File: src/rtl/icache_ctrl.sv
`default_nettype none
// ============================================================================
//  Module      : icache_ctrl
//  Description : Direct-mapped instruction-cache controller. Looks up a
//                fetch in an external tag/valid/data RAM, refills a missing
//                line with an 8-beat read burst, and services single-line
//                invalidate requests.
//  Revision    : 1.0 - initial release
// ============================================================================
module icache_ctrl #(
    parameter int INDEX_SIZE    = 7,
    parameter int WORD_OFF_SIZE = 3,
    parameter int TAG_SIZE      = 30 - INDEX_SIZE - WORD_OFF_SIZE,
    parameter int LW            = 32 * (2 ** WORD_OFF_SIZE)
) (
    input  logic                  clk,
    input  logic                  reset,
    // CPU fetch port
    input  logic                  cpu_req,
    input  logic [31:0]           cpu_addr,
    output logic                  cpu_addr_ok,
    output logic                  cpu_data_ok,
    output logic [31:0]           cpu_rdata,
    // invalidate port
    input  logic                  inv_req,
    input  logic [INDEX_SIZE-1:0] inv_index,
    output logic                  inv_ack,
    // cache RAM
    output logic                  ram_wen,
    output logic [INDEX_SIZE-1:0] ram_a,
    output logic [INDEX_SIZE-1:0] ram_dpra,
    output logic [TAG_SIZE-1:0]   ram_d,
    output logic [LW-1:0]         ram_dina,
    output logic                  ram_w_valid,
    input  logic [TAG_SIZE-1:0]   ram_dpo,
    input  logic [LW-1:0]         ram_douta,
    input  logic                  ram_cache_valid,
    // refill read-address channel
    output logic                  arvalid,
    input  logic                  arready,
    output logic [31:0]           araddr,
    output logic [7:0]            arlen,
    // refill read-data channel
    input  logic                  rvalid,
    output logic                  rready,
    input  logic [31:0]           rdata
);

    localparam logic [2:0] c_S_IDLE   = 3'd0;
    localparam logic [2:0] c_S_LOOKUP = 3'd1;
    localparam logic [2:0] c_S_MISS   = 3'd2;
    localparam logic [2:0] c_S_REFILL = 3'd3;
    localparam logic [2:0] c_S_WRITE  = 3'd4;
    localparam logic [2:0] c_S_RESP   = 3'd5;
    localparam logic [2:0] c_S_INV    = 3'd6;

    localparam int                       c_WORDS     = 2 ** WORD_OFF_SIZE;
    localparam logic [WORD_OFF_SIZE-1:0] c_LAST_BEAT = '1;
    localparam logic [7:0]               c_ARLEN     = 8'(c_WORDS - 1);

    logic [2:0]               r_state;
    logic [29:0]              r_word_addr;   // latched fetch address, byte bits dropped
    logic [INDEX_SIZE-1:0]    r_inv_index;
    logic [WORD_OFF_SIZE-1:0] r_cnt;
    logic [LW-1:0]            r_line;

    logic [INDEX_SIZE-1:0]    w_cpu_index;
    logic [WORD_OFF_SIZE-1:0] w_offset;
    logic [INDEX_SIZE-1:0]    w_index;
    logic [TAG_SIZE-1:0]      w_tag;
    logic                     w_hit;
    logic [1:0]               w_unused_byte_bits;

    assign w_cpu_index        = cpu_addr[WORD_OFF_SIZE+2 +: INDEX_SIZE];
    assign w_offset           = r_word_addr[WORD_OFF_SIZE-1:0];
    assign w_index            = r_word_addr[WORD_OFF_SIZE +: INDEX_SIZE];
    assign w_tag              = r_word_addr[29 -: TAG_SIZE];
    assign w_hit              = ram_cache_valid && (ram_dpo == w_tag);
    // fetches are word aligned; the byte lane bits carry no information
    assign w_unused_byte_bits = cpu_addr[1:0];

    // State register, request latching and refill line assembly
    always_ff @(posedge clk) begin
        if (reset) begin
            r_state     <= c_S_IDLE;
            r_word_addr <= '0;
            r_inv_index <= '0;
            r_cnt       <= '0;
            r_line      <= '0;
        end else begin
            case (r_state)
                c_S_IDLE: begin
                    // invalidate wins over a simultaneous fetch
                    if (inv_req) begin
                        r_inv_index <= inv_index;
                        r_state     <= c_S_INV;
                    end else if (cpu_req) begin
                        r_word_addr <= cpu_addr[31:2];
                        r_state     <= c_S_LOOKUP;
                    end
                end
                c_S_LOOKUP: r_state <= w_hit ? c_S_IDLE : c_S_MISS;
                c_S_MISS: begin
                    if (arready) begin
                        r_cnt   <= '0;
                        r_state <= c_S_REFILL;
                    end
                end
                c_S_REFILL: begin
                    if (rvalid) begin
                        r_line[{r_cnt, 5'd0} +: 32] <= rdata;
                        r_cnt                       <= r_cnt + 1'b1;
                        if (r_cnt == c_LAST_BEAT) begin
                            r_state <= c_S_WRITE;
                        end
                    end
                end
                c_S_WRITE: r_state <= c_S_RESP;
                c_S_RESP:  r_state <= c_S_IDLE;
                c_S_INV:   r_state <= c_S_IDLE;
                default:   r_state <= c_S_IDLE;
            endcase
        end
    end

    // Output decode from the current state; everything forced low in reset
    always_comb begin
        cpu_addr_ok = 1'b0;
        cpu_data_ok = 1'b0;
        cpu_rdata   = '0;
        inv_ack     = 1'b0;
        ram_wen     = 1'b0;
        ram_a       = '0;
        ram_dpra    = '0;
        ram_d       = '0;
        ram_dina    = '0;
        ram_w_valid = 1'b0;
        arvalid     = 1'b0;
        araddr      = '0;
        arlen       = '0;
        rready      = 1'b0;
        if (!reset) begin
            // in IDLE the RAM indices follow the incoming address so the
            // data read is already under way when the request is accepted
            if (r_state == c_S_IDLE) begin
                ram_a    = w_cpu_index;
                ram_dpra = w_cpu_index;
            end else begin
                ram_a    = w_index;
                ram_dpra = w_index;
            end
            case (r_state)
                c_S_IDLE: begin
                    cpu_addr_ok = cpu_req && !inv_req;
                end
                c_S_LOOKUP: begin
                    if (w_hit) begin
                        cpu_data_ok = 1'b1;
                        cpu_rdata   = ram_douta[{w_offset, 5'd0} +: 32];
                    end
                end
                c_S_MISS: begin
                    arvalid = 1'b1;
                    araddr  = {w_tag, w_index, {WORD_OFF_SIZE{1'b0}}, 2'b00};
                    arlen   = c_ARLEN;
                end
                c_S_REFILL: begin
                    rready = 1'b1;
                end
                c_S_WRITE: begin
                    ram_wen     = 1'b1;
                    ram_d       = w_tag;
                    ram_dina    = r_line;
                    ram_w_valid = 1'b1;
                end
                c_S_RESP: begin
                    // the fresh line is served from the buffer, not the RAM
                    cpu_data_ok = 1'b1;
                    cpu_rdata   = r_line[{w_offset, 5'd0} +: 32];
                end
                c_S_INV: begin
                    ram_wen = 1'b1;
                    ram_a   = r_inv_index;
                    inv_ack = 1'b1;
                end
                default: begin
                    cpu_addr_ok = 1'b0;
                end
            endcase
        end
    end

endmodule
`default_nettype wire

File: config.mk
export PLATFORM = sky130hd
export DESIGN_NAME = icache_ctrl
export DESIGN_NICKNAME = d
export VERILOG_FILES = /design/src/rtl/icache_ctrl.sv
export SDC_FILE = /design/constraint.sdc
export NUM_CORES = 1
export LEC_CHECK = 0
export ABC_AREA = 1
export CORE_AREA = 2 2 281 283
export CTS_CLUSTER_DIAMETER = 120
export DETAILED_ROUTE_END_ITERATION = 10
export DIE_AREA = 0 0 283 285
export GPL_ROUTABILITY_DRIVEN = 1
export GPL_TIMING_DRIVEN = 0
export PLACE_DENSITY_LB_ADDON = 0.2
export SLEW_MARGIN = 20
export SYNTH_ARGS = -nofsm -noshare
export SYNTH_HDL_FRONTEND = slang
export SYNTH_SLANG_ARGS = --single-unit
File: constraint.sdc
create_clock -name clk -period 4.3 [get_ports clk]
set_input_delay 1.075 -clock clk [delete_from_list [all_inputs] [get_ports clk]]
set_output_delay 1.075 -clock clk [all_outputs]
set_load 0.01 [all_outputs]
Word level (Yosys, flattened, before mapping):

Index checks and enable logic that the tools add are counted.

* register bits after elaboration: 299
* bits of input ports: 354
* output and inout bits: 369
* logic and storage cells: 76

* add/sub/neg operators: 2
* equality and inequality tests: 12
* shift-type cells: 4
* mux-type cells: 41
* bitwise gates (word level): 1
* reductions and logical operators: 11

Operator list (count)
* $mux W256: 2
* $shiftx A256 B9 Y32: 2
* $bwmux W256: 1
* $shift A32 B10 Y256 const A: 1
* $shiftx A32 B10 Y256: 1
* $mux W32: 4
* $pmux W32 S2: 1
* $mux W20: 2
* $mux W7: 4
* $mux W3: 9
* $eq A20 B20 Y1: 1
* $pmux W3 S5: 1
* $mux W1: 14
* $eq A3 B3 Y1 const B: 4
* $neg A8 Y10: 1
* $eq A3 B2 Y1 const B: 2
* $ne A2 B2 Y1 const B: 3
* $pmux W3 S2: 1
* $reduce_and A3 Y1: 2
* $reduce_and A2 Y1: 2
* $reduce_and A4 Y1: 1
* $add A3 B1 Y3 const B: 1
* $eq A3 B1 Y1 const B: 1
* $logic_not A3 Y1: 1
* 8 further kinds: 9

Logic depth before layout (Yosys ltp):

* depth after elaboration: 5
* mapped depth: 12
* mapped depth without buffers: 11

Worst setup path after synthesis:

Ideal clock, no wire load.

* path kind: input-to-output
* start: in reset
* end: out arlen[0]
* data arrival time: 2.266 ns
* required time: 3.225 ns
* setup slack: 0.959 ns
* cell stages on the path: 6
* path buffers: 3
* cell sequence: clkbuf_1 clkinv_1 nand2_1 buf_2 inv_1 buf_4

* longest elaborated chain between the ends: 1

RTL lines
* start: declaration: RTL line 17 `input logic reset,`
* $mux W3: RTL line 142 `if (!reset) begin`
* end: declaration: RTL line 42 `output logic [7:0] arlen,`

No other way between the ends.

Worst setup path in the final report:

* start: reg r_word_addr[2]
* end: out cpu_rdata[10]

* longest elaborated chain between the ends: 4
* elaborated cells between the ends (all ways): 5
* classes of those cells: 2 x shift; 3 x mux

RTL lines
* start: declaration: RTL line 62 `logic [29:0] r_word_addr;`
* start signal: assignment: RTL line 98 `r_word_addr <= cpu_addr[31:2];`
* $shiftx A256 B9 Y32: RTL line 159 `cpu_rdata = ram_douta[{w_offset, 5'd0} +: 32];`
* $mux W32: RTL line 157 `if (w_hit) begin`
* $pmux W32 S2 *: RTL line 152 `case (r_state)`
* $mux W32 *: RTL line 142
* end: declaration: RTL line 23 `output logic [31:0] cpu_rdata,`

Mark *: on every way between the ends. The rest lies on a longest branch, timed or not.

==> impl_metrics.toml <==
[cts]
cts_tree = "done"
clock_latency_ns = 0.58
cts_buffer_depth = 3
cts_buffers = 38
cts_sinks = 299
cts_root_buf = "clkbuf_16"
htree_levels = 2
clk_pin_slew_worst_paths_ns = 0.06

[pwr]
internal_power_uw = 6306
p_seq_share_pct = 28.6
switching_share_pct = 39.37
p_leak_uw = 0.01011
clockPowerShare_pct = 34.0
power_density_nw_per_um2 = 367.0
power.net_switching_uw = 4095
p_comb_share_pct = 37.3
vdd_drop_max_v = 0.0002286

[yosys]
yosys.cell_types.count = 33
synth_seq_cells = 299
synthAdderAreaFrac_pct = 0.4834
avgSynthCellArea_sq_um = 6.269
synth_top_family_by_area = "compound AO/OA/AOI/OAI gates"
syn_inst = 2890
synth_compound_area_share_pct = 30.63
yosysSeqAreaShare_pct = 33.04
synth_edf_count = 0
synth-async-reset-ratio_pct = 0
yosys_warnings = 0
synthXorXnorAreaFrac_pct = 0.04834
ys.flop_type = "dfxtp_1"
synth-simple-area-share_pct = 22.02
synth_area_sq_um = 18120
synthMuxAreaShare_pct = 0

[setup_path]
worst_setup_path_end_kind = "output port"
crit_fanout = 10
arrival_ns = 3.19
startpoint_type = "flip-flop"
rr_worst_depth = 12
cp.required_ns = 3.22
worstReg2RegStart = "r_cnt[0]"
rrSetupSlack_ns = 0.41
critPathLaunch = "r_word_addr[2]"
path_class = "reg -> out"
r2r_end = "r_line[14]"

[global_route]
grt_pass1_wl_microns = 176000
grt_pass1_vias = 22979
antenna_found_initial = 22
grt_max_degree = 13
overflow = 0
grt_usage_pct = 30.51

[placed_design]
gp_congestion = 0.9842
portBuffers = 709
pre_cts_ws_ns = -1.252
hpwl_microns = 106700

[timing]
grt_setup_unrepaired = "true"
setup_viol = 0
setup_ws_ns = 0.03046
fin_crit_sh_pct = 99.29
hold_viol = 0
period_needed_ns = 4.270
worst_slew_pin_slew_ns = 1.104
maxSlewViolCount = 0
fin_skew_ns = 0.02066
fmaxAchievable_ghz = 0.2342
slew_headroom_pct = 26.40

[route]
drtAntennaViolNets = 0
wirelength_microns = 129900
drc_errors = 0
vias = 24170
vias_per_cell = 5.100
first_pass_iters = 8
drtIter0Drc = 2502
wire_per_inst_microns = 27.40

[min_path]
hold_class = "reg -> reg"
holdPathStages = 2
holdPathEnd = "r_line[106]"
hp-start = "r_line[106]"

[floorplanning]
core_area_sq_um = 77970
die_h_microns = 285
rows = 103
start_util_pct = 23.24
io_pins = 723
die_x_microns = 283
fp.dieArea_sq_um = 80660

[cells_and_area]
area_delta_synth_final_pct = 56.41
post-route-util_pct = 36.35
drive_gt1_share_pct = 7.930
fin_nets = 4014

[flow_run]
drv_cap = 0

[status]
outcome = "finished, final reports clean"
## layer usage
| metal | wire length [microns] | part of all wire, % | GRT usage (%) |
|---|---|---|---|
| met3 | 13160 | 10 | 8.224 |
| met1 | 56450 | 43 | 41.45 |
| met2 | 55490 | 43 | 46.76 |
| met5 | 76 | 0.059 | 0 |
| met4 | 4687 | 3.6 | 9.601 |
## critical path, cell delays in order (launching register included)
cell,delay (ns)
dfxtp_1,0.32
clkbuf_1,0.58
buf_1,0.76
nand3_1,0.18
nand3_1,0.32
a21oi_1,0.11
dlygate4sd2_1,0.35
## synth_stat cells (28+ instances only)
master	n	area share (%)
nand2_1	306	6.3
buf_2	70	1.9
nand3_1	163	4.5
a22o_1	36	1.7
o21ai_0	380	10
a211oi_2	28	1.9
nor2_1	431	8.9
a21oi_1	500	14
nor3_1	52	1.4
inv_1	351	7.3
clkbuf_1	150	3.1
dfxtp_1	299	33
## sequential cells by signal, summed over array words and instances, names as in the netlist
register / flops
r_inv_index: 7
r_cnt: 3
r_word_addr: 30
r_line: 256
r_state: 3
## placed cells by master (no fill, tap or decap), drive strengths merged
cell           instances
clkdlybuf4s50        665
nand3                165
bufinv                 6
o211ai                 1
o21a                   1
clkinvlp               2
clkbuf               202
o22a                   7
ha                     7
nand3b                 1
conb                  10
xnor2                  1
o21ai                380
dlymetal6s2s          13
nor3                  52
nor2                 433
o31ai                  1
a32o                  20
a211oi                52
a22oi                  2
nand4                  7
clkinv                12
a21oi                500
nand2                306
buf                  123
a22o                  36
dlygate4sd2           16
dfxtp                299
clkdlybuf4s15          3
inv                  359
diode                  7
## layout make-up
type / count / area, sq um
Buffer: 257 / 1226
Tap cell: 1050 / 1314
Timing Repair Buffer: 714 / 7131
Inverter: 361 / 1365
Sequential cell: 299 / 5987
Fill cell: 8614 / 49630
Clock buffer: 51 / 1081
Antenna cell: 7 / 17.52
Clock inverter: 18 / 261.5
Multi-Input combinational cell: 1982 / 9957
## how the worst max path moves through the flow
stage | depth (start not counted) | to | slack [ns]
2_1_floorplan | 6 | arlen[0] | 0.96
3_3_place_gp | 7 | ram_dina[96] | -1.30
3_5_place_dp | 7 | ram_dina[96] | -1.25
4_1_cts | 10 | cpu_rdata[0] | -0.11
5_1_grt | 15 | cpu_rdata[28] | 0.0003
6_report | 6 | cpu_rdata[10] | 0.03
## power groups by stage
stage	combinational [uW]	sequential (uW)	clock, uW
6_report	3880	2980	3540
5_1_grt	4090	2990	3660
4_1_cts	3750	2980	3560
3_5_place_dp	3680	3030	0
3_3_place_gp	3680	3030	0
2_1_floorplan	1930	3010	0
## cell families after synthesis
| group | Yosys count |
|---|---|
| AO/OA/AOI/OAI | 1000 |
| XOR/XNOR | 1 |
| adder cells (fa/ha/maj) | 7 |
| buffers and inverters | 618 |
| flip-flops | 299 |
| other | 1 |
| AND/OR/NAND/NOR | 964 |
## through the flow
| stage | cell area, sq um | cells | hold WS, ns | total power [uW] | setup TNS (ns) |
|---|---|---|---|---|---|
| 6_report | 28340 | 4739 | 0.4710 | 10400 | 0 |
| 5_1_grt | 28330 | 4734 | 0.4783 | 10740 | 0 |
| 4_1_cts | 28110 | 4730 | 0.4699 | 10290 | -0.2354 |
| 3_5_place_dp | 26560 | 4658 | 0.4606 | 6712 | -310.08 |
| 3_3_place_gp | 26560 | 4658 | 0.4548 | 6717 | -317.55 |
| 2_1_floorplan | 18150 | 2899 | 0.4409 | 4936 | 0 |
## what timing repair did
| item | in CTS | in global routing |
|---|---|---|
| setup endpoints to repair | 355 | 61 |
| gates resized for setup | 147 | 70 |
| cloned | 0 | 1 |
| hold buffers | 0 | 0 |
| pin swaps | 4 | 16 |
| buffers inserted | 3 | 1 |
(Power assumes the default switching activity.)
==> patch, RTL diff (same flow settings) <==
The parameter `WORD_OFF_SIZE` goes from 3 to 2.
--- a/src/rtl/icache_ctrl.sv
+++ b/src/rtl/icache_ctrl.sv
@@ -11,3 +11,3 @@
     parameter int INDEX_SIZE    = 7,
-    parameter int WORD_OFF_SIZE = 3,
+    parameter int WORD_OFF_SIZE = 2,
     parameter int TAG_SIZE      = 30 - INDEX_SIZE - WORD_OFF_SIZE,
Interface: changed (resized ram_d, ram_dina, ram_douta and ram_dpo); port bits go from 723 to 469. The function was not compared with the original's and may differ.
==> patch against the original RTL <==
Wire length decreased by 46%. Sequential share of layout area decreased by 1.1 points. Design area decreased by 40%. Sequential cell count decreased by 129. Fmax increased by 1.1%. Total power decreased by 47%. Clock power decreased by 55%. Final cell count decreased by 31%. Setup slack improved by 0.048 ns. Area after synthesis decreased by 42%. Critical path type is now input port to output port. Critical endpoint is now ram_dina[2].
==> patch: results (changes against the original RTL) <==
| Metric | Value |
|---|---|
| Fill cells | 8,879 (+3.1%) |
| Iteration-0 DRC Markers | 820 (-67%) |
| Post-synthesis cell type count | 30 (-9.1%) |
| Vias per cell | 4.13 (-19%) |
| Fin crit period | 4.22 ns (-0.0482 ns) |
| Clock power share | 28.4% (-5.6 points) |
| Hold path endpoint | r_line[18] |
| First-pass GRT wire length | 98,900 um (-44%) |
| Slowest CP cell | clkdlybuf4s50_1 |
| Combinational power | 0.00221 W (-43%) |
| Nets | 2,462 (-39%) |
| Sequential area share after synthesis | 32.5% (-0.54 points) |
| CTS sink cnt | 170 (-43%) |
| Status | finished, final reports clean |
| Reg2Reg Depth | 13 (+1) |
| Crit Path Category | input port to output port |
| Top cells by area, synth | dfxtp_1, nor2_1, o21ai_0, a21oi_1, nand2_1 |
| CTS Buf Count | 17 (-55%) |
| P_leak | 5.89 nW (-42%) |
| Number of global-route vias before repair | 13,800 (-40%) |
| Max rail drop VDD | 0.288 mV (+26%) |
| Synth Area in Adders | 0.717% (+0.23 points) |
| Hold_sp | r_line[18] |
| Largest net degree at the start of global routing | 18 (+5) |
| Non-Clock Inverter Count | 198 (-45%) |
| CTS Buffer Depth | 2 (-1) |
| ANT cells | 1 (-6) |
| Share of layout cells above drive strength 1 | 6.33% (-1.6 points) |
| Clock slew seen by the registers of the worst setup and hold paths | 0.08 ns (+0.02 ns) |
| Comb pwr share | 39.8% (+2.5 points) |
| CP peak stage delay | 0.65 ns (-0.11 ns) |
| Met2 Track Usage GR | 29.7% (-17 points) |
| # clk buffers | 18 (-65%) |
| Reg area | 3400 um2 (-43%) |
| Met3 Routed Length | 3920 um (-70%) |
| Largest regs | r_line x128, r_word_addr x30, r_inv_index x7 |
| Routed wire per std cell | 21.3 um (-22%) |
| Pre-CTS setup slack | -0.919 ns (+0.333 ns) |
| RR Endpoint | r_line[60] |
| XOR/XNOR share of the synthesized area | 0% (-0.048 points) |
patch: changes by cell type after synthesis, sizes merged, moves of 68 or more:
cell and change:
nand3 -132, a21oi -266, inv -162, o21ai -134, buf -68, nor2 -102, nand2 -73, dfxtp -129
patch: timing repair:
action / in CTS / in global routing
endpoints found under the hold margin: 0 / 0
buffers inserted: 2 / 0
gates resized for setup: 106 / 42
endpoints found under the setup margin: 220 / 42
pin swaps: 2 / 6
patch: through the flow:
step	total power [W]	hold WS, ns	utilization (%)	cells
after detailed placement	0.00399	0.465	21.0	3258
after global placement	0.00399	0.456	21.0	3258
after floorplan	0.00289	0.441	-	1753
final	0.00555	0.476	21.8	3293
after CTS	0.00560	0.477	21.9	3292
after global routing	0.00586	0.502	21.8	3293
patch: worst max path at each step:
stage / endpoint / cells after the start
after detailed placement: cpu_rdata[4] / 13
after global routing: ram_dina[32] / 6
after global placement: cpu_rdata[4] / 13
after floorplan: araddr[11] / 5
after CTS: cpu_rdata[10] / 14
final: ram_dina[2] / 6
